## src/rtl/aes_key_sched.sv

```systemverilog
// AES key expansion for 128/192/256-bit keys with forward/reverse round-key readout.
// Define AES_KS_CACHE_EN to skip re-expansion when the same key is restarted in READY.
module aes_ks_sbox (
  input  logic [7:0] a_i,
  output logic [7:0] s_o
);
  localparam logic [2047:0] SBOX = {
    128'h637c777bf26b6fc53001672bfed7ab76, 128'hca82c97dfa5947f0add4a2af9ca472c0,
    128'hb7fd9326363ff7cc34a5e5f171d83115, 128'h04c723c31896059a071280e2eb27b275,
    128'h09832c1a1b6e5aa0523bd6b329e32f84, 128'h53d100ed20fcb15b6acbbe394a4c58cf,
    128'hd0efaafb434d338545f9027f503c9fa8, 128'h51a3408f929d38f5bcb6da2110fff3d2,
    128'hcd0c13ec5f974417c4a77e3d645d1973, 128'h60814fdc222a908846eeb814de5e0bdb,
    128'he0323a0a4906245cc2d3ac629195e479, 128'he7c8376d8dd54ea96c56f4ea657aae08,
    128'hba78252e1ca6b4c6e8dd741f4bbd8b8a, 128'h703eb5664803f60e613557b986c11d9e,
    128'he1f8981169d98e949b1e87e9ce5528df, 128'h8ca1890dbfe6426841992d0fb054bb16};
  // Entry 0 sits in the top byte, so byte a lives at bit offset 8*(255-a).
  assign s_o = SBOX[{~a_i, 3'b000} +: 8];
endmodule

module aes_key_sched #(
  parameter int KEY_SIZE = 256
) (
  input  logic                clk_i,
  input  logic                rst_i,
  input  logic                start_i,
  input  logic [KEY_SIZE-1:0] key_i,
  input  logic                dir_i,
  input  logic                rk_req_i,
  output logic                busy_o,
  output logic                done_o,
  output logic                ready_o,
  output logic [127:0]        rk_o,
  output logic                rk_valid_o,
  output logic                rk_last_o,
  output logic [1:0]          state_o
);
  localparam int NK = KEY_SIZE / 32;
  localparam int NR = NK + 6;
  localparam int NW = 4 * (NR + 1);

  typedef enum logic [1:0] {IDLE = 2'd0, EXPAND = 2'd1, READY = 2'd2} state_e;

  state_e       state_q;
  logic [31:0]  win_q [NK];
  logic [31:0]  tbl_q [NW];
  logic [5:0]   widx_q;
  logic [2:0]   kmod_q;
  logic [3:0]   rcon_idx_q, rd_ptr_q;
  logic         rdir_q, busy_q, done_q, ready_q, rk_valid_q, rk_last_q, hit_pend_q;
  logic [127:0] rk_q;

  logic [31:0]  prev_w, sub_in, sub_out, mix_w, new_w;
  logic [7:0]   rcon;
  logic         cache_hit, start_exp, rd_dir;
  logic [3:0]   rd_rnd;
  logic [5:0]   rd_base;
  logic [127:0] rk_rd;

  always_comb begin
    rcon = 8'h00;
    case (rcon_idx_q)
      4'd0: rcon = 8'h01;
      4'd1: rcon = 8'h02;
      4'd2: rcon = 8'h04;
      4'd3: rcon = 8'h08;
      4'd4: rcon = 8'h10;
      4'd5: rcon = 8'h20;
      4'd6: rcon = 8'h40;
      4'd7: rcon = 8'h80;
      4'd8: rcon = 8'h1b;
      4'd9: rcon = 8'h36;
      default: rcon = 8'h00;
    endcase
  end

  for (genvar b = 0; b < 4; b++) begin : g_sbox
    aes_ks_sbox u_sbox (.a_i(sub_in[8*b +: 8]), .s_o(sub_out[8*b +: 8]));
  end

  // win_q holds w[i-Nk]..w[i-1]; kmod_q tracks i mod Nk for the word being produced.
  always_comb begin
    prev_w = win_q[NK-1];
    sub_in = (kmod_q == 3'd0) ? {prev_w[23:0], prev_w[31:24]} : prev_w;
    if (kmod_q == 3'd0)                 mix_w = sub_out ^ {rcon, 24'h000000};
    else if (NK > 6 && kmod_q == 3'd4)  mix_w = sub_out;
    else                                mix_w = prev_w;
    new_w = win_q[0] ^ mix_w;
  end

  // Readout handshake: each edge in READY with rk_req_i=1 (and no start) presents one
  // round key with rk_valid_o=1; direction is latched on the first key of a sequence.
  always_comb begin
    rd_dir  = (rd_ptr_q == 4'd0) ? dir_i : rdir_q;
    rd_rnd  = rd_dir ? (4'(NR) - rd_ptr_q) : rd_ptr_q;
    rd_base = {rd_rnd, 2'b00};
    rk_rd   = {tbl_q[rd_base], tbl_q[rd_base + 6'd1], tbl_q[rd_base + 6'd2], tbl_q[rd_base + 6'd3]};
  end

`ifdef AES_KS_CACHE_EN
  logic [KEY_SIZE-1:0] key_c_q;
  assign cache_hit = (state_q == READY) && (key_i == key_c_q);
`else
  assign cache_hit = 1'b0;
`endif
  assign start_exp = start_i && !cache_hit;

  always_ff @(posedge clk_i) begin
    if (start_exp) begin
      for (int j = 0; j < NK; j++) begin
        win_q[j] <= key_i[KEY_SIZE-1-32*j -: 32];
        tbl_q[j] <= key_i[KEY_SIZE-1-32*j -: 32];
      end
`ifdef AES_KS_CACHE_EN
      key_c_q <= key_i;
`endif
    end else if (state_q == EXPAND) begin
      for (int j = 0; j < NK - 1; j++) win_q[j] <= win_q[j+1];
      win_q[NK-1]    <= new_w;
      tbl_q[widx_q]  <= new_w;
    end
  end

  always_ff @(posedge clk_i or posedge rst_i) begin
    if (rst_i) begin
      state_q    <= IDLE;
      widx_q     <= 6'd0;
      kmod_q     <= 3'd0;
      rcon_idx_q <= 4'd0;
      rd_ptr_q   <= 4'd0;
      rdir_q     <= 1'b0;
      busy_q     <= 1'b0;
      done_q     <= 1'b0;
      ready_q    <= 1'b0;
      rk_valid_q <= 1'b0;
      rk_last_q  <= 1'b0;
      hit_pend_q <= 1'b0;
      rk_q       <= 128'd0;
    end else begin
      done_q     <= 1'b0;
      hit_pend_q <= 1'b0;
      if (start_i) begin
        rk_valid_q <= 1'b0;
        rk_last_q  <= 1'b0;
        rd_ptr_q   <= 4'd0;
        if (cache_hit) begin
          hit_pend_q <= 1'b1;
        end else begin
          state_q    <= EXPAND;
          busy_q     <= 1'b1;
          ready_q    <= 1'b0;
          widx_q     <= 6'(NK);
          kmod_q     <= 3'd0;
          rcon_idx_q <= 4'd0;
        end
      end else begin
        if (hit_pend_q) done_q <= 1'b1;
        case (state_q)
          EXPAND: begin
            widx_q <= widx_q + 6'd1;
            kmod_q <= (kmod_q == 3'(NK-1)) ? 3'd0 : kmod_q + 3'd1;
            if (kmod_q == 3'd0) rcon_idx_q <= rcon_idx_q + 4'd1;
            if (widx_q == 6'(NW-1)) begin
              state_q <= READY;
              busy_q  <= 1'b0;
              done_q  <= 1'b1;
              ready_q <= 1'b1;
            end
          end
          READY: begin
            if (rk_req_i) begin
              rk_q       <= rk_rd;
              rk_valid_q <= 1'b1;
              rk_last_q  <= (rd_ptr_q == 4'(NR));
              rdir_q     <= rd_dir;
              rd_ptr_q   <= (rd_ptr_q == 4'(NR)) ? 4'd0 : rd_ptr_q + 4'd1;
            end else begin
              rk_valid_q <= 1'b0;
              rk_last_q  <= 1'b0;
            end
          end
          default: ;
        endcase
      end
    end
  end

  assign busy_o     = busy_q;
  assign done_o     = done_q;
  assign ready_o    = ready_q;
  assign rk_o       = rk_q;
  assign rk_valid_o = rk_valid_q;
  assign rk_last_o  = rk_last_q;
  assign state_o    = state_q;
endmodule

```

## config.mk

```make
export PLATFORM = sky130hd
export DESIGN_NAME = aes_key_sched
export DESIGN_NICKNAME = d
export VERILOG_FILES = /design/src/rtl/aes_key_sched.sv
export SDC_FILE = /design/constraint.sdc
export NUM_CORES = 2
export LEC_CHECK = 0
export BUFFER_PORTS_ARGS = -buffer_cell sky130_fd_sc_hd__buf_4
export CORE_MARGIN = 2
export CORE_UTILIZATION = 37
export CTS_BUF_LIST = sky130_fd_sc_hd__clkbuf_4 sky130_fd_sc_hd__clkbuf_8
export CTS_CLUSTER_SIZE = 10
export DETAILED_ROUTE_END_ITERATION = 10
export HOLD_SLACK_MARGIN = 0.06
export PLACE_DENSITY = 0.49
export SYNTH_ARGS = -nofsm -noshare
export SYNTH_HDL_FRONTEND = slang
export SYNTH_SLANG_ARGS = --single-unit
```

## constraint.sdc

```tcl
create_clock -name clk_i -period 13.7 [get_ports clk_i]
set_input_delay 2.74 -clock clk_i [delete_from_list [all_inputs] [get_ports clk_i]]
set_output_delay 2.74 -clock clk_i [all_outputs]
set_load 0.02 [all_outputs]
```

### Word level (Yosys, flattened, before mapping)

Memory sizes are Yosys's and may differ from the RTL's. A register that Yosys moved wholly into a read port is not among the register bits.
Index checks and enable logic that the tools add are counted.

* eq/ne operators: 6
* $lt $le $gt $ge: 0
* reduce and logical (&&, ||, !) cells: 12
* muxes and demuxes: 51
* bitwise operators: 15
* div/mod/pow operators: 0
* add/sub/neg operators: 8
* multiply operators: 0
* shift-type cells: 4

Operators by type and width (number)
* variable part select 2048 x 12 -> 8 bit (first input constant): 4
* two-way mux 32 bit: 12
* XOR 32 bit: 2
* two-way mux 4 bit: 8
* inverter 8 bit: 4
* OR reduction 32 bit: 1
* two-way mux 1 bit: 22
* two-way mux 6 bit: 3
* adder 6 x 1 -> 6 bit (second input constant): 2
* adder 6 x 2 -> 6 bit (second input constant): 2
* nonzero test 2 bit: 5
* two-way mux 3 bit: 3
* adder 4 x 1 -> 4 bit (second input constant): 2
* OR 1 bit: 8
* equality test 3 bit (second input constant): 2
* equality test 6 bit (second input constant): 1
* two-way mux 2 bit: 3
* AND reduction 2 bit: 3
* equality test 4 bit (second input constant): 1
* zero test 4 bit: 1
* subtractor 4 bit (first input constant): 1
* adder 3 x 1 -> 3 bit (second input constant): 1
* zero test 3 bit: 1
* AND reduction 3 bit: 1
* 3 further kinds: 3

* register bits after elaboration: 25
* memories kept: 3
* logic and storage cells: 110
* input bits: 261
* memory bits (writable): 2176
* output and inout bits: 135
* ROM bits: 128
* bits in latches: 0

Memories
* tbl_q: words 60, bits a word 32, rd ports 4, clocked after Yosys merged registers in 4, write ports 8, RTL line 45 `logic [31:0] tbl_q [NW];`
* win_q: words 8, bits a word 32, rd ports 8, clocked after Yosys merged registers in 0, write ports 8, RTL line 44 `logic [31:0] win_q [NK];`
* (no name shown): words 16, bits a word 8, rd ports 1, clocked after Yosys merged registers in 0, write ports 0, RTL line 61 `case (rcon_idx_q)`

### Longest topological paths before layout

* word-level depth: 8
* depth in mapped cells: 21
* depth with buffers taken out: 16

### Modules after synthesis

From an unflattened synthesis, not the netlist that was laid out.

* cells, all modules: 9219
* area total of the unflattened synthesis: 114900.2 um^2

Modules (own cells, without submodules)
* aes_key_sched: sequential area each 72965.0 um^2, cells each 6995, area each 100906.8 um^2, times used 1
* aes_ks_sbox: sequential area each 0.0 um^2, cells each 556, area each 3498.4 um^2, times used 4

### Worst setup path after synthesis

Ideal clock, no wire load.

* kind: input to register
* start: in start_i
* end: mem win_q[0][0], enable pin
* required time: 11.749 ns
* stages: 5
* arrival time: 7.819 ns
* path buffers: 3
* library setup time: 1.951 ns
* setup slack: 3.930 ns
* cell sequence: clkbuf_1 > inv_1 > clkbuf_1 > clkbuf_1 > nand2_1

RTL lines
* start, declared: RTL line 25 `input logic start_i,`
* end, declared: RTL line 44

==> impl_metrics.py <==
metrics = {
    "run_status": {
        "status": "complete, no violations",
    },
    "clock_network": {
        "cts_root_buffer": "clkbuf_8",
        "cts.sinks": 2455,
        "cts_tree": "built",
        "cts_resized": 0,
        "clock_latency_ns": 1.08,
        "cts_made_buffers": 411,
        "htree_levels": 5,
        "clockBufferDepth": 4,
        "path_clk_slew_ns": 0.06,
        "post-cts-setup-buffers": 0,
        "cts_hold_buf": 0,
    },
    "finish": {
        "fin_cells": 11700,
        "fin_util_pct": 42.9,
        "num-nets-final": 7690,
        "area_delta_synth_final_pct": 15.3,
        "multi_input_area_um2": 37100,
        "drive_gt1_share_pct": 34.8,
        "seq_area_um2": 73000,
        "fill_cells": 26900,
    },
    "timing": {
        "final_hold_viol_count": 0,
        "layout_min_cycle_time_ns": 7.52,
        "max_freq_mhz": 133,
        "drv_slew": 0,
        "period_share_pct": 54.9,
        "slew-limit-headroom_pct": 0.498,
        "setup_viol": 0,
        "tightest_slew_ns": 1.49,
        "fin_tns_setup_ns": 0,
        "rsz0062_at_grt": "no",
        "skew_ns": 0.0629,
    },
    "grt": {
        "grt_pass1_wl_um": 620000,
        "grt_antenna_before_repair": 63,
        "grtUsageTotal_pct": 29.3,
        "first_global_vias": 70800,
        "grt_max_degree": 119,
        "grt_overflow": 0,
    },
    "worst_setup_path": {
        "arrival_ns": 8.28,
        "crit_chain": "inv_1, ha_4, nor2b_4, buf_4, mux2i_2, ha_1, a21oi_1, o21ai_0, a21oi_1, a211oi_1, nor2_1, a311oi_1, xor2_2, buf_4, inv_2, buf_4",
        "r2r_cells": 16,
        "crit_type": "reg -> reg",
        "slowest_stage": "mux2i_2",
        "path_max_fanout": 34,
        "required_ns": 14.46,
        "reg2reg_to": "tbl_q[20][21]",
        "r2r-start": "kmod_q[0]",
        "path_common_cell": "buf_4",
        "worst_path_largest_cell_delay_ns": 0.89,
        "critPathLaunchType": "flop",
        "setup.worst_path.end_class": "flop",
        "regToRegSetupSlack_ns": 6.18,
    },
    "yosys": {
        "ys_top_cells_by_area": "edfxtp_1, mux4_2, mux2_2",
        "synth_ff_type": "edfxtp_1",
        "async_reset_ff_share_pct": 6.15,
        "yosys_warnings": 0,
        "avgSynthCellArea_um2": 16.3,
        "synth_top_area_share_pct": 62.0,
        "yosysTopAreaCell": "edfxtp_1",
        "syn-num-nets": 7164,
        "synth_edf_count": 2304,
        "synth-seq-cells": 2455,
        "ys_types": 96,
        "syn_area_um2": 112000,
        "netlist_instances": 6858,
        "ys_seq_area_share_pct": 65.4,
    },
    "detailed_routing": {
        "wl_per_cell_um": 39.3,
        "drc_errors": 0,
        "drt-pass1-iter-count": 7,
        "via_per_inst": 6.19,
        "ant_nets": 0,
        "finalWirelength_um": 460000,
        "first_iter_violations": 9874,
        "vias": 72500,
    },
    "hold_path": {
        "hold_depth": 1,
        "hold_path_startpoint": "rk_o[3]",
        "hp-class": "reg -> reg",
        "hold_path_end": "rk_o[3]",
    },
    "place": {
        "hpwl_um": 300000,
        "placedCellCount": 10900,
        "io_buffer_count": 395,
        "place.gp.congestion": 0.954,
    },
    "power_and_ir_drop": {
        "power_frac_seq_pct": 37.1,
        "p_sw_mw": 12.4,
        "p_sw_share_pct": 42.7,
        "p_leak_nw": 42.7,
        "p_clk_share_pct": 22.8,
        "power_frac_comb_pct": 40.2,
        "intPower_mw": 16.7,
        "irDropWorstVdd_mv": 0.168,
        "power_density_nw_per_um2": 226,
    },
    "floorplanning": {
        "start_util_pct": 37.2,
        "die_w_um": 553,
        "dieArea_um2": 306000,
        "io_pins": 396,
        "coreArea_um2": 300000,
        "rows": 201,
        "fp.dieH_um": 553,
    },
    "job": {
        "max_cap_viol_count": 0,
    },
}
## power groups by stage
stage | clock network, mW | logic, mW | registers, mW
after floorplan | 0 | 5.69 | 10.8
after global placement | 0 | 11.4 | 10.9
after detailed placement | 0 | 11.4 | 10.9
after CTS | 6.77 | 11.4 | 10.8
after global routing | 7.08 | 12.0 | 10.8
final | 6.63 | 11.7 | 10.8
## layer usage
layer / global-route usage, % / part of all wire (%) / wire [µm] / vias to the layer above
li1: - / - / - / 29100
met1: 38.7 / 39 / 181000 / 38300
met5: 0 / 0.048 / 220 / -
met3: 4.58 / 7.6 / 34800 / 947
met4: 16.3 / 6.5 / 30000 / 34
met2: 46.4 / 46 / 213000 / 4107
## how the worst max path moves through the flow
stage | startpoint | endpoint | depth (start not counted)
floorplan | start_i | win_q[0][0] | 5
global placement | kmod_q[0] | tbl_q[32][21] | 15
detailed placement | start_i | tbl_q[1][11] | 6
CTS | kmod_q[0] | tbl_q[12][21] | 16
global route | kmod_q[0] | tbl_q[44][21] | 15
finish | kmod_q[0] | tbl_q[20][21] | 16
## cell families after synthesis
kind of cell / count (synthesis) / synth area share [%]
AO/OA/AOI/OAI: 1320 / 7.95
multiplexers: 1213 / 18.7
buffers and inverters: 624 / 2.36
adder cells (fa/ha/maj): 45 / 0.504
AND/OR/NAND/NOR: 1148 / 4.64
flip-flops: 2455 / 65.4
XOR/XNOR: 53 / 0.517
## placed cells by master, fill, tap and decap left out, types with 102 or more instances in the layout
master / Yosys / final
mux2_2: 506 / 505
mux4_2: 643 / 643
a21oi_1: 249 / 248
clkbuf_4: 0 / 165
edfxtp_1: 2304 / 2304
nand2_1: 443 / 434
buf_4: 21 / 658
clkbuf_8: 0 / 448
o21ai_0: 351 / 351
nor2_1: 345 / 287
dfrtp_1: 151 / 150
a211oi_1: 104 / 102
## synthesized netlist by cell type (73+ instances only)
master	number
nor3_1	87
clkbuf_1	345
nor2_1	345
o21ai_0	351
dfrtp_1	151
mux4_2	643
a211oi_1	104
edfxtp_1	2304
buf_2	133
o211ai_1	76
mux2_2	506
nand2_1	443
a21oi_1	249
nand3_1	73
## state kept, by name (all words and copies together), names as in the netlist, 3 cells and up
signal / count
win_q: 256
rcon_idx_q: 4
kmod_q: 3
rd_ptr_q: 4
tbl_q: 2048
rk_o: 128
widx_q: 6
## through the flow
stage	power (mW)	setup WS, ns	area (µm²)	hold WS [ns]
6_report	29.1	6.18	129000	0.506
5_1_grt	29.9	5.96	129000	0.521
4_1_cts	28.9	6.25	129000	0.510
3_5_place_dp	22.3	6.28	120000	0.497
3_3_place_gp	22.4	6.29	120000	0.491
2_1_floorplan	16.5	3.93	112000	0.495
## critical path, delay by kind of cell (launching register included)
kind,cells,cell delay (ns)
AO/OA/AOI/OAI,5,2.18
buffers and inverters,5,2.04
adder cells (fa/ha/maj),2,1.03
multiplexers,1,0.89
flip-flops,1,0.42
AND/OR/NAND/NOR,2,0.39
XOR/XNOR,1,0.12
## cell type report
type                            count  share of cell area (%)
Clock inverter                    142                   0.724
Timing Repair Buffer              665                    3.95
Inverter                           72                   0.218
Clock buffer                      613                    5.75
Antenna cell                       20                  0.0389
Tap cell                         3958                    3.85
Sequential cell                  2455                    56.7
Multi-Input combinational cell   3779                    28.8
Power figures use the tool's default switching activity.
